===== config.mk =====
export PLATFORM = sky130hd
export DESIGN_NAME = reg_axi_slave
export DESIGN_NICKNAME = d
export VERILOG_FILES = /design/src/rtl/axi_pkg.sv /design/src/rtl/reg_axi_decode.sv /design/src/rtl/reg_axi_slave.sv
export SDC_FILE = /design/constraint.sdc
export NUM_CORES = 1
export LEC_CHECK = 0
export ABC_AREA = 1
export CORE_ASPECT_RATIO = 1.5
export CORE_MARGIN = 1
export CORE_UTILIZATION = 41
export CTS_BUF_LIST = sky130_fd_sc_hd__clkbuf_8
export DETAILED_ROUTE_END_ITERATION = 8
export PLACE_DENSITY = 0.75
export SKIP_LAST_GASP = 1
export SYNTH_ARGS = -nofsm -noshare
export SYNTH_HDL_FRONTEND = slang
export SYNTH_HIERARCHICAL = 1
export SYNTH_SLANG_ARGS = --single-unit
export TNS_END_PERCENT = 30

===== constraint.sdc =====
create_clock -name clk -period 2.8 [get_ports clk]
set_input_delay 0.7 -clock clk [delete_from_list [all_inputs] [get_ports clk]]
set_output_delay 0.7 -clock clk [all_outputs]
set_load 0.02 [all_outputs]

===== src/rtl/axi_pkg.sv =====
// Shared types for the register-bus responder: response codes, FSM states,
// and the request/response bundles exchanged with the register interconnect.
package axi_pkg;

    localparam int R_DWID = 32;
    localparam int R_AWID = 32;
    localparam int R_IDW  = 8;

    typedef enum logic [1:0] {
        OKAY   = 2'b00,
        EXOKAY = 2'b01,
        SLVERR = 2'b10,
        DECERR = 2'b11
    } t_AXI_RESP_e;

    typedef enum logic [1:0] {
        WR_IDLE  = 2'd0,
        WR_ISSUE = 2'd1,
        WR_RESP  = 2'd2
    } t_reg_wr_st_e;

    typedef enum logic [1:0] {
        RD_IDLE  = 2'd0,
        RD_ISSUE = 2'd1,
        RD_RESP  = 2'd2
    } t_reg_rd_st_e;

    typedef struct packed {
        logic                  clk_en;
        logic                  awvalid;
        logic [R_AWID-1:0]     awaddr;
        logic [R_IDW-1:0]      awid;
        logic                  wvalid;
        logic [R_DWID-1:0]     wdata;
        logic [R_DWID/8-1:0]   wstrb;
        logic                  bready;
        logic                  arvalid;
        logic [R_AWID-1:0]     araddr;
        logic [R_IDW-1:0]      arid;
        logic                  rready;
    } t_reg_req_s;

    typedef struct packed {
        logic                  awready;
        logic                  wready;
        logic                  bvalid;
        t_AXI_RESP_e           bresp;
        logic [R_IDW-1:0]      bid;
        logic                  arready;
        logic                  rvalid;
        t_AXI_RESP_e           rresp;
        logic [R_IDW-1:0]      rid;
        logic [R_DWID-1:0]     rdata;
    } t_reg_resp_s;

endpackage


===== src/rtl/reg_axi_decode.sv =====
// Window and alignment check for one address channel; yields the local word
// address and the error code to return if the access must be refused.
module reg_axi_decode
    import axi_pkg::*;
#(
    parameter logic [31:0] ADDR_BASE = 32'h0000_0000,
    parameter logic [31:0] ADDR_SIZE = 32'h0000_1000,
    parameter int          LADDR_W   = 10
) (
    input  logic [R_AWID-1:0]  i_addr,
    output logic [LADDR_W-1:0] o_laddr,
    output t_AXI_RESP_e        o_resp
);

    logic [R_AWID-1:0] w_off;

    // Addresses below the base wrap to a large offset and fall out of window.
    assign w_off   = i_addr - ADDR_BASE;
    assign o_laddr = w_off[LADDR_W+1:2];

    always_comb begin
        o_resp = OKAY;
        if (w_off >= ADDR_SIZE) begin
            o_resp = DECERR;
        end else if (i_addr[1:0] != 2'b00) begin
            o_resp = SLVERR;
        end
    end

endmodule


===== src/rtl/reg_axi_slave.sv =====
// Register-bus responder: one outstanding write and one outstanding read,
// serialised onto a strobe/ack register-file port with timeout protection.
module reg_axi_slave
    import axi_pkg::*;
#(
    parameter logic [31:0] ADDR_BASE = 32'h0000_0000,
    parameter logic [31:0] ADDR_SIZE = 32'h0000_1000,
    parameter int          TIMEOUT   = 16,
    parameter int          LADDR_W   = 10
) (
    input  logic                 clk,
    input  logic                 rst,
    input  t_reg_req_s           req,
    output t_reg_resp_s          resp,
    output logic [LADDR_W-1:0]   reg_addr,
    output logic                 reg_wr,
    output logic [R_DWID-1:0]    reg_wdata,
    output logic [R_DWID/8-1:0]  reg_wstrb,
    output logic                 reg_rd,
    input  logic [R_DWID-1:0]    reg_rdata,
    input  logic                 reg_ack,
    input  logic                 reg_err
);

    localparam logic [15:0] TMO_LAST = 16'(TIMEOUT - 1);

    t_reg_wr_st_e         r_wr_st;
    logic                 r_aw_held, r_w_held;
    logic [R_AWID-1:0]    r_awaddr;
    logic [R_IDW-1:0]     r_awid;
    logic [R_DWID-1:0]    r_wdata_h;
    logic [R_DWID/8-1:0]  r_wstrb_h;
    logic                 r_bvalid;
    t_AXI_RESP_e          r_bresp;
    logic [R_IDW-1:0]     r_bid;

    t_reg_rd_st_e         r_rd_st;
    logic                 r_ar_held;
    logic [R_AWID-1:0]    r_araddr;
    logic [R_IDW-1:0]     r_arid;
    logic                 r_rvalid;
    t_AXI_RESP_e          r_rresp;
    logic [R_IDW-1:0]     r_rid;
    logic [R_DWID-1:0]    r_rdata;

    logic                 r_reg_wr, r_reg_rd;
    logic [LADDR_W-1:0]   r_reg_addr;
    logic [R_DWID-1:0]    r_reg_wdata;
    logic [R_DWID/8-1:0]  r_reg_wstrb;
    logic [15:0]          r_tcnt;

    logic                 w_awready, w_wready, w_arready;
    logic                 w_aw_hs, w_w_hs, w_ar_hs;
    logic [R_AWID-1:0]    w_aw_addr, w_ar_addr;
    logic [R_IDW-1:0]     w_aw_id, w_ar_id;
    logic [R_DWID-1:0]    w_wdata;
    logic [R_DWID/8-1:0]  w_wstrb;
    logic [LADDR_W-1:0]   w_aw_laddr, w_ar_laddr;
    t_AXI_RESP_e          w_aw_dec, w_ar_dec, w_acc_resp;
    logic                 w_wr_both, w_rd_both, w_wr_issue_req, w_rd_issue_req;
    logic                 w_wr_start, w_rd_start;
    logic                 w_strobe_on, w_tmo, w_strobe_end, w_port_free;

    assign w_awready = !rst && (r_wr_st == WR_IDLE) && !r_aw_held;
    assign w_wready  = !rst && (r_wr_st == WR_IDLE) && !r_w_held;
    assign w_arready = !rst && (r_rd_st == RD_IDLE) && !r_ar_held;

    assign w_aw_hs = req.clk_en && req.awvalid && w_awready;
    assign w_w_hs  = req.clk_en && req.wvalid  && w_wready;
    assign w_ar_hs = req.clk_en && req.arvalid && w_arready;

    // Effective channel payloads: the held copy if already captured, else the live bus.
    assign w_aw_addr = r_aw_held ? r_awaddr  : req.awaddr;
    assign w_aw_id   = r_aw_held ? r_awid    : req.awid;
    assign w_wdata   = r_w_held  ? r_wdata_h : req.wdata;
    assign w_wstrb   = r_w_held  ? r_wstrb_h : req.wstrb;
    assign w_ar_addr = r_ar_held ? r_araddr  : req.araddr;
    assign w_ar_id   = r_ar_held ? r_arid    : req.arid;

    reg_axi_decode #(.ADDR_BASE(ADDR_BASE), .ADDR_SIZE(ADDR_SIZE), .LADDR_W(LADDR_W))
        u_aw_dec (.i_addr(w_aw_addr), .o_laddr(w_aw_laddr), .o_resp(w_aw_dec));

    reg_axi_decode #(.ADDR_BASE(ADDR_BASE), .ADDR_SIZE(ADDR_SIZE), .LADDR_W(LADDR_W))
        u_ar_dec (.i_addr(w_ar_addr), .o_laddr(w_ar_laddr), .o_resp(w_ar_dec));

    assign w_wr_both      = (r_wr_st == WR_IDLE) && (r_aw_held || w_aw_hs) && (r_w_held || w_w_hs);
    assign w_rd_both      = (r_rd_st == RD_IDLE) && (r_ar_held || w_ar_hs);
    assign w_wr_issue_req = w_wr_both && (w_aw_dec == OKAY);
    assign w_rd_issue_req = w_rd_both && (w_ar_dec == OKAY);

    assign w_strobe_on  = r_reg_wr || r_reg_rd;
    assign w_tmo        = (TIMEOUT != 0) && (r_tcnt == TMO_LAST);
    assign w_strobe_end = w_strobe_on && (reg_ack || w_tmo);
    assign w_acc_resp   = (reg_ack && !reg_err) ? OKAY : SLVERR;
    // A strobe ending this cycle frees the port for a back-to-back start.
    assign w_port_free  = !w_strobe_on || w_strobe_end;
    assign w_wr_start   = req.clk_en && w_wr_issue_req && w_port_free;
    assign w_rd_start   = req.clk_en && w_rd_issue_req && w_port_free && !w_wr_start;

    always_ff @(posedge clk) begin
        if (rst) begin
            r_wr_st   <= WR_IDLE;
            r_aw_held <= 1'b0;
            r_w_held  <= 1'b0;
            r_awaddr  <= '0;
            r_awid    <= '0;
            r_wdata_h <= '0;
            r_wstrb_h <= '0;
            r_bvalid  <= 1'b0;
            r_bresp   <= OKAY;
            r_bid     <= '0;
        end else if (req.clk_en) begin
            case (r_wr_st)
                WR_IDLE: begin
                    if (w_aw_hs) begin
                        r_aw_held <= 1'b1;
                        r_awaddr  <= req.awaddr;
                        r_awid    <= req.awid;
                    end
                    if (w_w_hs) begin
                        r_w_held  <= 1'b1;
                        r_wdata_h <= req.wdata;
                        r_wstrb_h <= req.wstrb;
                    end
                    if (w_wr_both && (w_aw_dec != OKAY)) begin
                        r_aw_held <= 1'b0;
                        r_w_held  <= 1'b0;
                        r_bid     <= w_aw_id;
                        r_bresp   <= w_aw_dec;
                        r_bvalid  <= 1'b1;
                        r_wr_st   <= WR_RESP;
                    end else if (w_wr_start) begin
                        r_aw_held <= 1'b0;
                        r_w_held  <= 1'b0;
                        r_bid     <= w_aw_id;
                        r_wr_st   <= WR_ISSUE;
                    end
                end
                WR_ISSUE: begin
                    if (r_reg_wr && w_strobe_end) begin
                        r_bresp  <= w_acc_resp;
                        r_bvalid <= 1'b1;
                        r_wr_st  <= WR_RESP;
                    end
                end
                WR_RESP: begin
                    if (req.bready) begin
                        r_bvalid <= 1'b0;
                        r_wr_st  <= WR_IDLE;
                    end
                end
                default: r_wr_st <= WR_IDLE;
            endcase
        end
    end

    always_ff @(posedge clk) begin
        if (rst) begin
            r_rd_st   <= RD_IDLE;
            r_ar_held <= 1'b0;
            r_araddr  <= '0;
            r_arid    <= '0;
            r_rvalid  <= 1'b0;
            r_rresp   <= OKAY;
            r_rid     <= '0;
            r_rdata   <= '0;
        end else if (req.clk_en) begin
            case (r_rd_st)
                RD_IDLE: begin
                    if (w_ar_hs) begin
                        r_ar_held <= 1'b1;
                        r_araddr  <= req.araddr;
                        r_arid    <= req.arid;
                    end
                    if (w_rd_both && (w_ar_dec != OKAY)) begin
                        r_ar_held <= 1'b0;
                        r_rid     <= w_ar_id;
                        r_rresp   <= w_ar_dec;
                        r_rdata   <= '0;
                        r_rvalid  <= 1'b1;
                        r_rd_st   <= RD_RESP;
                    end else if (w_rd_start) begin
                        r_ar_held <= 1'b0;
                        r_rid     <= w_ar_id;
                        r_rd_st   <= RD_ISSUE;
                    end
                end
                RD_ISSUE: begin
                    if (r_reg_rd && w_strobe_end) begin
                        r_rresp  <= w_acc_resp;
                        r_rdata  <= (w_acc_resp == OKAY) ? reg_rdata : '0;
                        r_rvalid <= 1'b1;
                        r_rd_st  <= RD_RESP;
                    end
                end
                RD_RESP: begin
                    if (req.rready) begin
                        r_rvalid <= 1'b0;
                        r_rd_st  <= RD_IDLE;
                    end
                end
                default: r_rd_st <= RD_IDLE;
            endcase
        end
    end

    always_ff @(posedge clk) begin
        if (rst) begin
            r_reg_wr    <= 1'b0;
            r_reg_rd    <= 1'b0;
            r_reg_addr  <= '0;
            r_reg_wdata <= '0;
            r_reg_wstrb <= '0;
            r_tcnt      <= '0;
        end else if (req.clk_en) begin
            if (w_wr_start) begin
                r_reg_wr    <= 1'b1;
                r_reg_rd    <= 1'b0;
                r_reg_addr  <= w_aw_laddr;
                r_reg_wdata <= w_wdata;
                r_reg_wstrb <= w_wstrb;
                r_tcnt      <= '0;
            end else if (w_rd_start) begin
                r_reg_wr   <= 1'b0;
                r_reg_rd   <= 1'b1;
                r_reg_addr <= w_ar_laddr;
                r_tcnt     <= '0;
            end else if (w_strobe_end) begin
                r_reg_wr <= 1'b0;
                r_reg_rd <= 1'b0;
                r_tcnt   <= '0;
            end else if (w_strobe_on) begin
                r_tcnt <= r_tcnt + 16'd1;
            end
        end
    end

    always_comb begin
        resp         = '0;
        resp.awready = w_awready;
        resp.wready  = w_wready;
        resp.bvalid  = r_bvalid;
        resp.bresp   = r_bresp;
        resp.bid     = r_bid;
        resp.arready = w_arready;
        resp.rvalid  = r_rvalid;
        resp.rresp   = r_rresp;
        resp.rid     = r_rid;
        resp.rdata   = r_rdata;
    end

    assign reg_addr  = r_reg_addr;
    assign reg_wr    = r_reg_wr;
    assign reg_wdata = r_reg_wdata;
    assign reg_wstrb = r_reg_wstrb;
    assign reg_rd    = r_reg_rd;

endmodule


### Word-level counts from Yosys, hierarchy flattened

Index checks and enable logic that the tools add are counted.

* muxes and demuxes: 63
* divide/modulo/power cells: 0
* magnitude comparators: 2
* $add $sub $neg: 1
* shift-type cells: 0
* $mul: 0
* reduce and logical (&&, ||, !) cells: 79
* bitwise operators: 0
* eq/ne operators: 13

Operators with widths (number)
* $mux W32: 6
* $ge A32 B13 Y1 const B: 2
* $mux W16: 4
* $pmux W32 S2: 1
* $mux W8: 6
* $mux W2: 17
* $logic_and A1 B1 Y1: 27
* $reduce_and A3 Y1: 8
* $mux W1: 20
* $mux W10: 2
* $reduce_bool A2 Y1: 9
* $reduce_bool A3 Y1: 6
* $add A16 B1 Y16 const B: 1
* $eq A16 B4 Y1 const B: 1
* $reduce_and A4 Y1: 4
* $pmux W2 S3: 2
* $logic_not A2 Y1: 5
* $reduce_and A5 Y1: 2
* $ne A2 B2 Y1 const B: 4
* $pmux W2 S2: 2
* $reduce_and A2 Y1: 4
* $logic_not A1 Y1: 7
* $logic_or A1 B1 Y1: 6
* $ne A3 B2 Y1 const B: 2
* other kinds (6): 10

* word-level logic and storage cells: 182
* bits in registers: 241
* memories: 0
* memory bits (writable): 0
* latch bits: 0
* bits in read-only memories: 0

### Depth between registers and ports, before layout

Gate-level depths: netlist (run 1).

* word-level depth: 15
* depth in mapped cells: 20
* gate-level depth less buffers: 18

### Cells and area by module

Netlist (run 1), hierarchy kept.

Modules (own cells, without submodules)
* reg_axi_slave: times used 1, area an instance 10726.5 um^2, cells an instance 1550
* reg_axi_decode: times used 2, area an instance 158.9 um^2, cells an instance 30

### Least setup slack after synthesis (run 1)

No wires, ideal clock.

* path kind: in2reg
* start point: in req[32] (netlist name)
* end point: reg r_ar_held
* path slack: 0.512 ns
* stages: 16
* data required time: 2.684 ns
* arrival time: 2.172 ns
* setup time: 0.116 ns
* path buffers: 1
* cell sequence: nand2_1 o21ai_0 nor2_1 nand2_1 nor2_2 nand4_1 nor2_1 nand3_1 a21oi_2 nand2_2 clkinv_1 nand2_2 nand2_2 nand2_4 buf_6 and3_1

* cells in the longest elaborated chain, start to end: 10
* elaborated cells on any way between the ends: 14
* classes of those cells: order compare: 1; mux: 4; reduce/logical: 9

RTL lines
* from (decl): line reg_axi_slave.sv:13 `input t_reg_req_s req,`
* $mux W32 (*): line reg_axi_slave.sv:77 `assign w_ar_addr = r_ar_held ? r_araddr : req.araddr;`
* via w_ar_addr[23]: line reg_axi_slave.sv:54 `logic [R_AWID-1:0] w_aw_addr, w_ar_addr;`
* $ge A32 B13 Y1 (*): line reg_axi_decode.sv:23 `if (w_off >= ADDR_SIZE) begin`
* $mux W2 (*): line reg_axi_decode.sv:23
* via w_ar_dec[1]: line reg_axi_slave.sv:59 `t_AXI_RESP_e w_aw_dec, w_ar_dec, w_acc_resp;`
* $logic_not A2 Y1: line reg_axi_slave.sv:89 `assign w_rd_issue_req = w_rd_both && (w_ar_dec == OKAY);`
* $logic_and A1 B1 Y1: line reg_axi_slave.sv:89
* $logic_and A1 B1 Y1 (3 in series): line reg_axi_slave.sv:98 `assign w_rd_start = req.clk_en && w_rd_issue_req && w_port_free && !w_wr_start;`
* $reduce_bool A3 Y1 (no line) or $mux W1 (tied branches)
* $reduce_and A3 Y1 (no line) or $mux W1 (tied branches)
* to (signal assigned): line reg_axi_slave.sv:160 `r_ar_held <= 1'b0;`
* to (signal assigned): line reg_axi_slave.sv:171 `r_ar_held <= 1'b1;`
* to (signal assigned): line reg_axi_slave.sv:176 `r_ar_held <= 1'b0;`
* to (decl): line reg_axi_slave.sv:38 `logic r_ar_held;`

Mark *: on every way through the listed nets, which the timed path passes. The rest lies on a longest branch.
A chain may end at the register's enable or synchronous reset.

==> flow_summary.yaml, run 1 <==
outcome:
  status: "complete, no violations"
power_and_ir_drop:
  switching_power_mw: 1.954
  seqPwrFrac_pct: 48.5
  peakVddDrop_mv: 0.3095
  p_leak_nw: 5.964
  swShare_pct: 26.32
  report.power.total_mw: 7.423
  p_int_mw: 5.470
  p_comb_share_pct: 12.9
  p_per_area_nw_per_um2: 500.6
  clock_power_share_pct: 38.6
setup_path:
  crit_end: "resp[43]"
  r2r.worst_path.cells: 19
  critPathKind: "reg2out"
  startpoint: "r_rd_st[1]"
  r2r-end: "r_rid[5]"
  cp_max_fo: 5
  cp-start-kind: "register"
  arrival_ps: 2040
  r2r-start: "r_ar_held"
  reg2reg_slack_ps: 170
  cp.required_ps: 2100
  endpoint_kind: "output pin"
yosys:
  synth_largest_area_cell: "dfxtp_1"
  ys_async_sr_fraction_pct: 0
  synth_ff_type: "dfxtp_1"
  synth_warnings: 6
  synth_area_per_cell_sq_um: 6.860
  synth_nets: 1769
  ys_seq_area_share_pct: 43.68
  ys_types: 38
  synth_top_area_share_pct: 43.68
  ys_seq_elements: 241
  synthCells: 1610
  synth_edf_count: 0
  syn-cell-area_sq_um: 11040
  ys_top_cells_by_area: "dfxtp_1 44%, nand2_1 12%, o21ai_0 11%"
place:
  dpl.hpwl_mm: 21.44
  port_buffers: 262
  finalWeightedCongestion: 0.9085
floorplan:
  die_w_um: 136.0
  num_io_pins: 263
  core_sq_um: 26490
  num_rows: 73
  die_area_sq_um: 27610
  die_y_um: 203.0
  initial_core_util_pct: 41.70
detailed_routing:
  route.vias.total: 10980
  drtAntennaViolNets: 0
  drtPass1Iterations: 5
  routed_wl_mm: 31.64
  drc_errors: 0
  viasPerCell: 4.982
  drt_iter0_drc: 536
  wire_per_inst_um: 14.35
clocking:
  cts_root_buf: "clkbuf_8"
  clock_path_buffers: 3
  cts_tree: "built"
  hold_buffers: 0
  clock_sinks: 241
  h-tree-depth: 2
  cts_buffers: 38
  clk_pin_slew_ps: 60
  clock_latency_ps: 550
sta:
  hold_violations: 0
  timing.hold.ws_ps: 447.7
  max-slew-margin-rel_pct: 48.57
  setup_viol: 0
  fin_crit_sh_pct: 97.94
  setup_tns_ps: 0
  tightestPinTransition_ps: 771.5
  rsz0062_at_grt: "yes"
  min_period_ps: 2742
  fin_worst_skew_ps: 11.74
  report.final.slew_viol_count: 0
  fmax_mhz: 364.7
final_layout:
  antenna_cells: 0
  layout.cells.most_common_list: "344 x nand2_1, 260 x clkdlybuf4s50_1, 255 x nor2_1"
  fin_util_pct: 55.98
  fillers: 2545
  synthToLayoutAreaGrowth_pct: 34.27
  layout.nets: 2001
  drive_above_1_share_pct: 7.927
  mostFrequentLayoutCell: "nand2_1"
global_routing:
  grt_max_degree: 188
  grt_use_met2_pct: 39.38
  busiest_layer: "met2"
  use_met1_pct: 25.34
  grt_pass1_vias: 10230
  grt_util_met3_pct: 5.019
  grt_pass1_wl_mm: 49.69
  overflow: 0
  antenna_found_initial: 0
  grt_usage_pct: 22.30
worst_hold_path:
  hold_path_class: "reg2reg"
flow_run:
  max-cap-violations: 0
## cells by family after synthesis
group / share of synthesized area (%)
compound gates: 17.97
xor+xnor: 0.5551
fa+ha+maj: 0.1133
buf+inv: 9.924
flops: 43.68
mux: 0.7251
simple gates: 27.03
## Yosys cell counts (8+ instances only)
| cell | instances |
|---|---|
| nand2_2 | 8 |
| nand3_1 | 18 |
| o21ai_1 | 9 |
| inv_1 | 121 |
| mux2i_1 | 8 |
| nand3b_1 | 33 |
| nor2_1 | 257 |
| a21oi_1 | 143 |
| clkbuf_1 | 83 |
| buf_4 | 26 |
| dfxtp_1 | 241 |
| nor3_1 | 12 |
| nand2_1 | 344 |
| nand4_1 | 15 |
| o21ai_0 | 236 |
## through the flow
| step | area, sq um | setup slack [ps] | std cells |
|---|---|---|---|
| after floorplan | 11040 | 512.1 | 1610 |
| after global placement | 13990 | -185.7 | 2132 |
| after detailed placement | 13990 | -269.6 | 2132 |
| after CTS | 14710 | 6.503 | 2197 |
| after global routing | 14830 | -93.17 | 2204 |
| final | 14830 | 57.77 | 2204 |
## worst min-delay path by stage
stage / startpoint / endpoint / slack (ps) / depth (start not counted)
final: r_arid[7] / r_arid[7] / 450 / 2
after global routing: r_araddr[9] / r_araddr[9] / 460 / 2
after CTS: r_arid[7] / r_arid[7] / 450 / 2
after floorplan: r_araddr[31] / r_araddr[31] / 420 / 2
after detailed placement: r_arid[7] / r_arid[7] / 440 / 2
after global placement: r_araddr[7] / r_araddr[7] / 430 / 2
## cell type report
type	instances	area (sq um)	share of cell area [%]
Tap cell	337	421.7	2.843
Clock inverter	20	98.84	0.6666
Multi-Input combinational cell	1116	5149	34.72
Clock buffer	45	619.3	4.177
Timing Repair Buffer	316	3218	21.70
Timing Repair inverter	1	7.507	0.05062
Sequential cell	241	4828	32.56
Inverter	128	486.7	3.282
## routing by layer
| metal | vias up | wire (um) |
|---|---|---|
| li1 | 5598 | - |
| met1 | 4972 | 12480 |
| met2 | 334 | 15910 |
| met3 | 77 | 2118 |
| met4 | 0 | 1126 |
| met5 | - | 0 |
## critical path, cell delays in order, from the launching register on
cell and delay, ps:
dfxtp_1 380, nor2_4 110, inv_1 80, nor3_1 170, buf_4 140, clkdlybuf4s50_1 610
## registers in the layout, indices dropped and copies added (netlist names)
register	cells
r_bresp	2
r_rresp	2
r_w_held	1
reg_wdata	32
r_rd_st	2
r_awaddr	32
reg_addr	10
r_ar_held	1
r_araddr	32
reg_wstrb	4
r_wdata_h	32
r_wstrb_h	4
r_aw_held	1
r_arid	8
reg_rd	1
r_bvalid	1
r_bid	8
r_awid	8
r_wr_st	2
r_rdata	32
r_tcnt	16
reg_wr	1
r_rvalid	1
r_rid	8
## repair_timing
| item | CTS | global route |
|---|---|---|
| gates resized for setup | 0 | 10 |
| setup buffers | 0 | 4 |
| endpoints found under the hold margin | 0 | 0 |
| setup endpoints to repair | 0 | 117 |
## power groups by stage
stage	Combinational (mW)	Clock, mW	Sequential [mW]
floorplan	0.525	0	3.68
global placement	0.917	0	3.67
detailed placement	0.931	0	3.67
CTS	0.936	2.97	3.60
global route	1.06	3.11	3.61
finish	0.957	2.87	3.60
No activity file was read; power rests on OpenSTA's default activity.
==> run 2: changes to the inputs <==
Settings changed: RECOVER_POWER set to 25.
==> results of run 2 <==
The final DEF is identical to that of run 1; final timing and power are the same.
